$ cat src/rtl/mem_dump_reader_if.sv
// Memory read port and byte-stream port of the dump reader.
// master: the reader; slave: the memory plus transmitter side.
interface mem_dump_reader_if #(
    parameter int unsigned B = 16,
    parameter int unsigned W = 11
);
    logic         mem_rd_en;
    logic [W-1:0] mem_addr;
    logic [B-1:0] mem_r_data;
    logic [7:0]   tx_data;
    logic         tx_valid;
    logic         tx_ready;

    modport master (
        output mem_rd_en,
        output mem_addr,
        input  mem_r_data,
        output tx_data,
        output tx_valid,
        input  tx_ready
    );

    modport slave (
        input  mem_rd_en,
        input  mem_addr,
        output mem_r_data,
        input  tx_data,
        input  tx_valid,
        output tx_ready
    );
endinterface

$ cat src/rtl/mem_dump_reader.sv
// Reads a block of consecutive memory words and streams them out MSB byte first
// on an 8-bit valid/ready port; used to dump memory over the debug UART.
module mem_dump_reader #(
    parameter int unsigned B = 16,
    parameter int unsigned W = 11
) (
    input  logic             clk,
    input  logic             rst_n,
    input  logic             start_i,
    input  logic [W-1:0]     base_addr_i,
    input  logic [W:0]       count_i,
    output logic             busy_o,
    output logic             done_o,
    mem_dump_reader_if.master dump_io
);

    localparam int unsigned NB   = B / 8;
    localparam int unsigned IdxW = (NB > 1) ? $clog2(NB) : 1;
    localparam logic [IdxW-1:0] LastIdx = IdxW'(NB - 1);

    typedef enum logic [1:0] {
        StIdle,
        StRead,
        StSend,
        StFin
    } state_e;

    state_e          state_q, state_d;
    logic [W-1:0]    addr_q, addr_d;
    logic [W:0]      words_left_q, words_left_d;
    logic [IdxW-1:0] byte_idx_q, byte_idx_d;
    logic [B-1:0]    shift_q, shift_d;

    logic            mem_rd_en;
    logic [W-1:0]    mem_addr;
    logic [7:0]      tx_data;
    logic            tx_valid;
    logic            done;

    always_ff @(posedge clk or negedge rst_n) begin
        if (!rst_n) begin
            state_q      <= StIdle;
            addr_q       <= '0;
            words_left_q <= '0;
            byte_idx_q   <= '0;
            shift_q      <= '0;
        end else begin
            state_q      <= state_d;
            addr_q       <= addr_d;
            words_left_q <= words_left_d;
            byte_idx_q   <= byte_idx_d;
            shift_q      <= shift_d;
        end
    end

    always_comb begin
        state_d      = state_q;
        addr_d       = addr_q;
        words_left_d = words_left_q;
        byte_idx_d   = byte_idx_q;
        shift_d      = shift_q;
        mem_rd_en    = 1'b0;
        mem_addr     = '0;
        tx_data      = '0;
        tx_valid     = 1'b0;
        done         = 1'b0;

        unique case (state_q)
            StIdle: begin
                if (start_i) begin
                    if (count_i != '0) begin
                        addr_d       = base_addr_i;
                        words_left_d = count_i;
                        state_d      = StRead;
                    end else begin
                        state_d = StFin;
                    end
                end
            end

            // Memory data is combinational, so it is only sampled while rd_en is high.
            StRead: begin
                mem_rd_en  = 1'b1;
                mem_addr   = addr_q;
                shift_d    = dump_io.mem_r_data;
                byte_idx_d = '0;
                state_d    = StSend;
            end

            StSend: begin
                tx_valid = 1'b1;
                tx_data  = shift_q[B-1 -: 8];
                if (dump_io.tx_ready) begin
                    shift_d    = shift_q << 8;
                    byte_idx_d = byte_idx_q + 1'b1;
                    if (byte_idx_q == LastIdx) begin
                        words_left_d = words_left_q - 1'b1;
                        addr_d       = addr_q + 1'b1;
                        state_d      = (words_left_q > (W + 1)'(1)) ? StRead : StFin;
                    end
                end
            end

            StFin: begin
                done    = 1'b1;
                state_d = StIdle;
            end

            default: begin
                state_d = StIdle;
            end
        endcase
    end

    assign dump_io.mem_rd_en = mem_rd_en;
    assign dump_io.mem_addr  = mem_addr;
    assign dump_io.tx_data   = tx_data;
    assign dump_io.tx_valid  = tx_valid;
    assign done_o            = done;
    assign busy_o            = (state_q != StIdle);

endmodule

$ cat src/flat_wrapper.sv
// flat-port wrapper written by rule: the top's interface ports become plain ports
module mem_dump_reader_flat 
#(
    parameter int unsigned B = 16,
    parameter int unsigned W = 11
)
  (clk, rst_n, start_i, base_addr_i, count_i, busy_o, done_o, dump_io_mem_rd_en, dump_io_mem_addr, dump_io_mem_r_data, dump_io_tx_data, dump_io_tx_valid, dump_io_tx_ready);
  mem_dump_reader_if #(.B(B), .W(W)) dump_io_i ();
  input  logic clk;
  input  logic rst_n;
  input  logic start_i;
  input  logic [W-1:0] base_addr_i;
  input  logic [W:0] count_i;
  output logic busy_o;
  output logic done_o;
  output wire logic [$bits(dump_io_i.mem_rd_en)-1:0] dump_io_mem_rd_en;
  output wire logic [$bits(dump_io_i.mem_addr)-1:0] dump_io_mem_addr;
  input wire logic [$bits(dump_io_i.mem_r_data)-1:0] dump_io_mem_r_data;
  output wire logic [$bits(dump_io_i.tx_data)-1:0] dump_io_tx_data;
  output wire logic [$bits(dump_io_i.tx_valid)-1:0] dump_io_tx_valid;
  input wire logic [$bits(dump_io_i.tx_ready)-1:0] dump_io_tx_ready;
  assign dump_io_mem_rd_en = dump_io_i.mem_rd_en;
  assign dump_io_mem_addr = dump_io_i.mem_addr;
  assign dump_io_i.mem_r_data = dump_io_mem_r_data;
  assign dump_io_tx_data = dump_io_i.tx_data;
  assign dump_io_tx_valid = dump_io_i.tx_valid;
  assign dump_io_i.tx_ready = dump_io_tx_ready;
  mem_dump_reader #(.B(B), .W(W)) u_core (.clk(clk), .rst_n(rst_n), .start_i(start_i), .base_addr_i(base_addr_i), .count_i(count_i), .busy_o(busy_o), .done_o(done_o), .dump_io(dump_io_i));
endmodule
$ cat config.mk
export PLATFORM = sky130hd
export DESIGN_NAME = mem_dump_reader_flat
export DESIGN_NICKNAME = d
export VERILOG_FILES = /design/src/rtl/mem_dump_reader_if.sv /design/src/rtl/mem_dump_reader.sv /design/src/flat_wrapper.sv
export SDC_FILE = /design/constraint.sdc
export NUM_CORES = 1
export LEC_CHECK = 0
export ABC_AREA = 1
export BUFFER_PORTS_ARGS = -buffer_cell sky130_fd_sc_hd__buf_2
export CORE_UTILIZATION = 54
export DETAILED_ROUTE_END_ITERATION = 6
export PLACE_DENSITY = 0.81
export RECOVER_POWER = 100
export SYNTH_ARGS = -nofsm -noshare
export SYNTH_HDL_FRONTEND = slang
export SYNTH_SLANG_ARGS = --single-unit
$ cat constraint.sdc
create_clock -name clk -period 2.3 [get_ports clk]
set_clock_uncertainty 0.2 [all_clocks]
set_input_delay 0 -clock clk [delete_from_list [all_inputs] [get_ports clk]]
set_output_delay 0 -clock clk [all_outputs]
set_load 0.05 [all_outputs]
==> flow_summary.toml, run 1 <==
[timing]
setup_viol = 0
finalHoldViolations = 0
fmax_ghz = 0.485
worstMarginPinSlew_ns = 1.06
grt_setup_unrepaired = "no"
relSlewSlack_pct = 29.2
drv_slew = 0
period_minus_slack_ns = 2.06
post-route-period-util_pct = 89.7
fin_tns_setup_ns = 0
setup_ws_ns = 0.236

[detailed_routing]
drc_errors = 0
initialDrtViolationCount = 153
wl_met2_um = 3680
met1_length_um = 3130
via_count = 2913
drtAntennaViolNets = 0
routed.top_layer = "met4"
viasPerCell = 5.05
first_pass_iters = 5
wirelength_um = 7370
met3_length_um = 387
wire_per_inst_um = 12.8

[clock_tree]
clk_pin_slew_worst_paths_ns = 0.08
ctsResizeCount = 0
clk_latency_ns = 0.30
h-tree-depth = 2
clock_path_buffers = 2
post_cts_buffers = 0
cts_tree = "built"
clock-sinks = 42
cts_root_buf = "clkbuf_8"
cts_made_buffers = 5

[critical_path]
path_cells = "inv_2, nand2_4, clkbuf_2, nor2_1, buf_2"
worstPathMaxFanout = 29
cp-start-kind = "flip-flop"
r2r_start = "u_core.state_q[1]"
reg2reg_slack_ns = 0.33
crit_slowest_cell = "dfrtp_1"
r2r_cells = 6
max_stage_delay_ns = 0.43
end_kind = "output pin"
worstSetupPathType = "flip-flop to output pin"
required_ns = 2.10
r2r_end = "u_core.words_left_q[3]"
crit_start = "u_core.state_q[0]"
worstPathArrival_ns = 1.86

[yosys]
avgSynthCellArea_um2 = 6.63
ys_types = 29
synth_top_area_share_pct = 39.2
synth_seq_area_share_pct = 39.2
synth_xor_area_share_pct = 0
ys_seq_elements = 42
synth_top_family_by_area = "simple AND/OR/NAND/NOR gates"
synth_area_leader_cell = "dfrtp_1"
synth.net_count = 450
synthSimpleGateAreaFrac_pct = 38.2
synth_area_leaders = "dfrtp_1, nand2_1, nor2_1"
synth.area.mux_share_pct = 0.373
synth_cells = 404
yosys_warnings = 0
synthesis.area_mm2 = 0.00268
synthAdderAreaFrac_pct = 1.40
synth_compound_area_share_pct = 10.3

[layout]
drive_gt1_share_pct = 16.3
nets = 555
area_growth_syn_to_layout_pct = 32.4
antenna_cells = 0

[floorplan]
pin_count = 66
dieArea_mm2 = 0.00525
die_x_um = 72.5
coreArea_mm2 = 0.00475
initial_utilization_pct = 56.4
die_y_um = 72.5
rows = 25

[placed_design]
hpwl_um = 4740
globalplace.congestion = 0.836
io_buffers = 65
post-place-ws_ns = 0.544

[global_routing]
overflow = 0
grt_pass1_vias = 2822
globalRouteTotalUtil_pct = 30.6
grt_max_degree = 43
grt_pass1_wl_um = 12400
antenna_found_initial = 0

[pwr]
p_per_area_mw_per_mm2 = 1350
power_uw = 4810
leakage_uw = 0.00185
ir_worst_vdd_mv = 0.852

[min_path]
min_path_type = "primary input to asynchronous set/reset pin"

[run]
drv_cap = 0

[outcome]
status = "finished clean"
cell usage after synthesis, drive strengths merged:
cell	instances
nand3	32
ha	3
a21boi	1
o21ai	39
nor2	65
nand2	138
or2	1
mux2i	1
dfrtp	42
o211ai	8
buf	12
inv	48
nand4	3
nand3b	4
and2	1
a21oi	2
nor3	1
clkbuf	3
sequential cells by signal (all words and copies together), names as in the netlist:
signal / count
u_core.words_left_q: 12
u_core.addr_q: 11
u_core.byte_idx_q: 1
u_core.state_q: 2
u_core.shift_q: 16
final cells by class:
type	count	area [µm²]
sequential	42	1050
timing repair buffer	113	781
clock buffer	7	76.3
clock inverter	1	30.0
inverter	48	183
fill	374	1210
multi-input combinational	299	1340
tap	67	83.8
through the flow:
step                utilization (%)  std cells  area, µm²  hold slack, ns
floorplan                         -        404       2680          -0.496
global placement               63.8        527       3040         -0.0126
detailed placement             63.8        527       3040        -0.00722
CTS                            74.9        577       3560           0.224
global route                   74.6        577       3550           0.256
finish                         74.6        577       3550           0.226
cell usage in the layout, fill, tap and decap left out, types with 2 or more instances in the layout:
cell type / count
clkbuf_1: 6
inv_1: 46
nand4_1: 3
nand3b_1: 4
o211ai_1: 8
nand3_2: 2
clkbuf_2: 15
a21oi_1: 2
nand3_1: 30
o21ai_0: 38
nor2_1: 63
buf_2: 48
dfrtp_1: 42
ha_1: 3
dlygate4sd3_1: 42
buf_4: 4
nand2_1: 136
clkbuf_8: 5
report_power, final:
part           leakage [µW]  internal, µW  switching (µW)
combinational       0.00127           822            2020
sequential         0.000522          1100             279
clock             0.0000524           325             255
cells by family after synthesis:
family          Yosys count
flops                    42
buf+inv                  63
mux                       1
simple gates            245
compound gates           50
fa+ha+maj                 3
critical path: cells and delay by family (launching register included):
family / cells / cell delay, ns
buffers and inverters: 3 / 0.82
DFF: 1 / 0.43
and+or+nand+nor: 2 / 0.31
worst max path at each step:
| stage | endpoint | slack [ns] | depth (start not counted) |
|---|---|---|---|
| 6_report | dump_io_tx_data[0] | 0.24 | 5 |
| 5_1_grt | dump_io_tx_data[5] | 0.14 | 5 |
| 4_1_cts | dump_io_mem_addr[7] | 0.46 | 6 |
| 3_5_place_dp | u_core.words_left_q[10] | 0.54 | 9 |
| 3_3_place_gp | u_core.words_left_q[10] | 0.57 | 9 |
| 2_1_floorplan | dump_io_tx_data[0] | 0.52 | 5 |
routing by layer:
layer  vias up  GRT usage [%]
met2        93           51.9
met4         0           13.5
met5         -              0
li1       1471              -
met3        22           6.81
met1      1327           37.3
timing repair:
| action | CTS | global route |
|---|---|---|
| setup endpoints to repair | 0 | 0 |
| hold buffers | 42 | 0 |
| endpoints found under the hold margin | 84 | 0 |
Note: power is estimated with default switching activity, not from simulation.
==> run 2, diff against run 1 <==
--- a/config.mk
+++ b/config.mk
@@ -7,10 +7,13 @@
 export LEC_CHECK = 0
 export ABC_AREA = 1
 export BUFFER_PORTS_ARGS = -buffer_cell sky130_fd_sc_hd__buf_2
+export CORE_ASPECT_RATIO = 0.7
 export CORE_UTILIZATION = 54
 export DETAILED_ROUTE_END_ITERATION = 6
+export MAX_ROUTING_LAYER = met4
 export PLACE_DENSITY = 0.81
 export RECOVER_POWER = 100
+export SETUP_SLACK_MARGIN = 0.4
 export SYNTH_ARGS = -nofsm -noshare
 export SYNTH_HDL_FRONTEND = slang
 export SYNTH_SLANG_ARGS = --single-unit
==> flow_summary.toml, run 2 (synthesis results as in run 1) <==
[outcome]
status = "finished clean"

[global_routing]
busiest_layer = "met2"
grt_max_degree = 43
met3_usage_pct = 5.31
globalRouteTotalUtil_pct = 31.5
grt_pass1_wl_um = 11900
met2_usage_pct = 51.7
grt_pass1_vias = 2587
antenna_found_initial = 0
use_met1_pct = 39.2
overflow = 0

[timing]
drv_slew = 0
fmax_ghz = 0.489
finalHoldViolations = 0
fin_tns_setup_ns = 0
grt_setup_unrepaired = "no"
period_minus_slack_ns = 2.04
worstMarginPinSlew_ns = 1.04
relSlewSlack_pct = 30.3
timing.hold.ws_ns = 0.213
setup_viol = 0
post-route-period-util_pct = 88.8

[detailed_routing]
initialDrtViolationCount = 306
via_count = 3022
drc_errors = 0
wire_per_inst_um = 13.2
drtAntennaViolNets = 0
first_pass_iters = 6
viasPerCell = 5.22
wirelength_um = 7640

[layout]
nets = 555
final_common_cell = "nand2_1"
mostFrequentLayoutCells = "nand2_1, nor2_1, inv_1"
reg_top3 = "u_core.shift_q (16), u_core.words_left_q (12), u_core.addr_q (11)"
regMostFlops = "u_core.shift_q"
finalNonFillerCells = 579
stdcell_area_mm2 = 0.00355
largest_register_ffs = 16
area_growth_syn_to_layout_pct = 32.4
antenna_cells = 0
drive_gt1_share_pct = 13.5

[clock_tree]
cts_made_buffers = 5
clock_path_buffers = 2
clock-sinks = 42
cts_root_buf = "clkbuf_8"
cts_tree = "built"
clk_latency_ns = 0.30
clk_pin_slew_worst_paths_ns = 0.08
h-tree-depth = 2
post_cts_buffers = 0

[critical_path]
path_delay_family = "buffers and inverters"
cp-start-kind = "flip-flop"
path_cells = "inv_2, nand2_4, buf_4, nor2_1, clkbuf_1"
worstPathMaxFanout = 29
required_ns = 2.10
crit_slowest_cell = "clkbuf_1"
end_kind = "output pin"
worst-path-buf-inv = 3
max_stage_delay_ns = 0.48
worstPathArrival_ns = 1.84
worstSetupPathType = "flip-flop to output pin"

[pwr]
clkPwrFrac_pct = 12.0
p_seq_share_pct = 28.6
p_comb_share_pct = 59.4
p_switching_uw = 2610
power_uw = 4880
sw_frac_of_total_pct = 53.5
ir_worst_vdd_mv = 0.687
leakage_uw = 0.00178
p_per_area_mw_per_mm2 = 1370
cell_internal_pwr_uw = 2270

[floorplan]
pin_count = 66
initial_utilization_pct = 56.0
die_x_um = 86.2
rows = 21
dieArea_mm2 = 0.00525
coreArea_mm2 = 0.00478
die_y_um = 60.9

[placed_design]
io_buffers = 65
globalplace.congestion = 0.901
placed_cell_area_mm2 = 0.00304
hpwl_um = 4720
dp_cells = 529

[min_path]
min_path_type = "primary input to asynchronous set/reset pin"

[run]
drv_cap = 0
[run 2: cell count changes in the layout (fill, tap and decap cells not counted), sizes merged]
cell	previous run	this run
buf	52	47
clkbuf	26	31
[run 2: power by group through the flow]
stage               clock [µW]  combinational [µW]  sequential (µW)
floorplan                    0                2300             1320
global placement             0                2710             1380
detailed placement           0                2800             1390
CTS                        597                2870             1380
global route               629                3210             1440
finish                     586                2900             1400
[run 2: what timing repair did]
item                                    in CTS  in global routing
hold endpoints to repair                    84                  0
cloned                                       0                  0
hold buffers                                42                  0
gates resized for setup                      1                 14
endpoints found under the setup margin       1                 38
[run 2: worst paths after layout]
path / slack, ns / cells after the start / from / to
setup reg to reg: 0.35 / 8 / u_core.state_q[0] / u_core.shift_q[10]
hold reg to reg: 0.31 / 2 / u_core.words_left_q[11] / u_core.words_left_q[11]
max in group asynchronous: 0.96 / 2 / rst_n / u_core.state_q[0]
min in group clk: 0.26 / 4 / dump_io_mem_r_data[1] / u_core.shift_q[1]
hold / removal: 0.21 / 2 / rst_n / u_core.shift_q[15]
setup / recovery: 0.26 / 5 / u_core.state_q[0] / dump_io_tx_data[2]
[run 2: area by class of cell]
cell class | count | area, µm²
flip-flops and latches | 42 | 1050
repair buffers | 113 | 773
well taps | 69 | 86.3
inverters | 48 | 185
multi-input cells | 299 | 1350
fillers | 380 | 1230
clock inverters | 1 | 30.0
clock buffers | 7 | 76.3
[run 2: per-stage QoR]
stage	util, %	setup WS, ns
after floorplan	-	0.523
after global placement	63.5	0.508
after detailed placement	63.5	0.463
after CTS	74.6	0.418
after global routing	74.2	0.205
final	74.2	0.257
[run 2: metal layers]
layer,up-vias,part of all wire [%]
met4,0,2.3
met2,159,49
met3,25,7.8
met1,1362,41
met5,-,0
li1,1476,-
[run 2: worst reg2reg max path: stages (launching register included)]
cell and delay (ns):
dfrtp_2 0.44, inv_2 0.13, nand2_4 0.08, inv_6 0.17, nand2_1 0.11, nand2_1 0.08
clkbuf_2 0.36, o211ai_1 0.18, o21ai_0 0.12
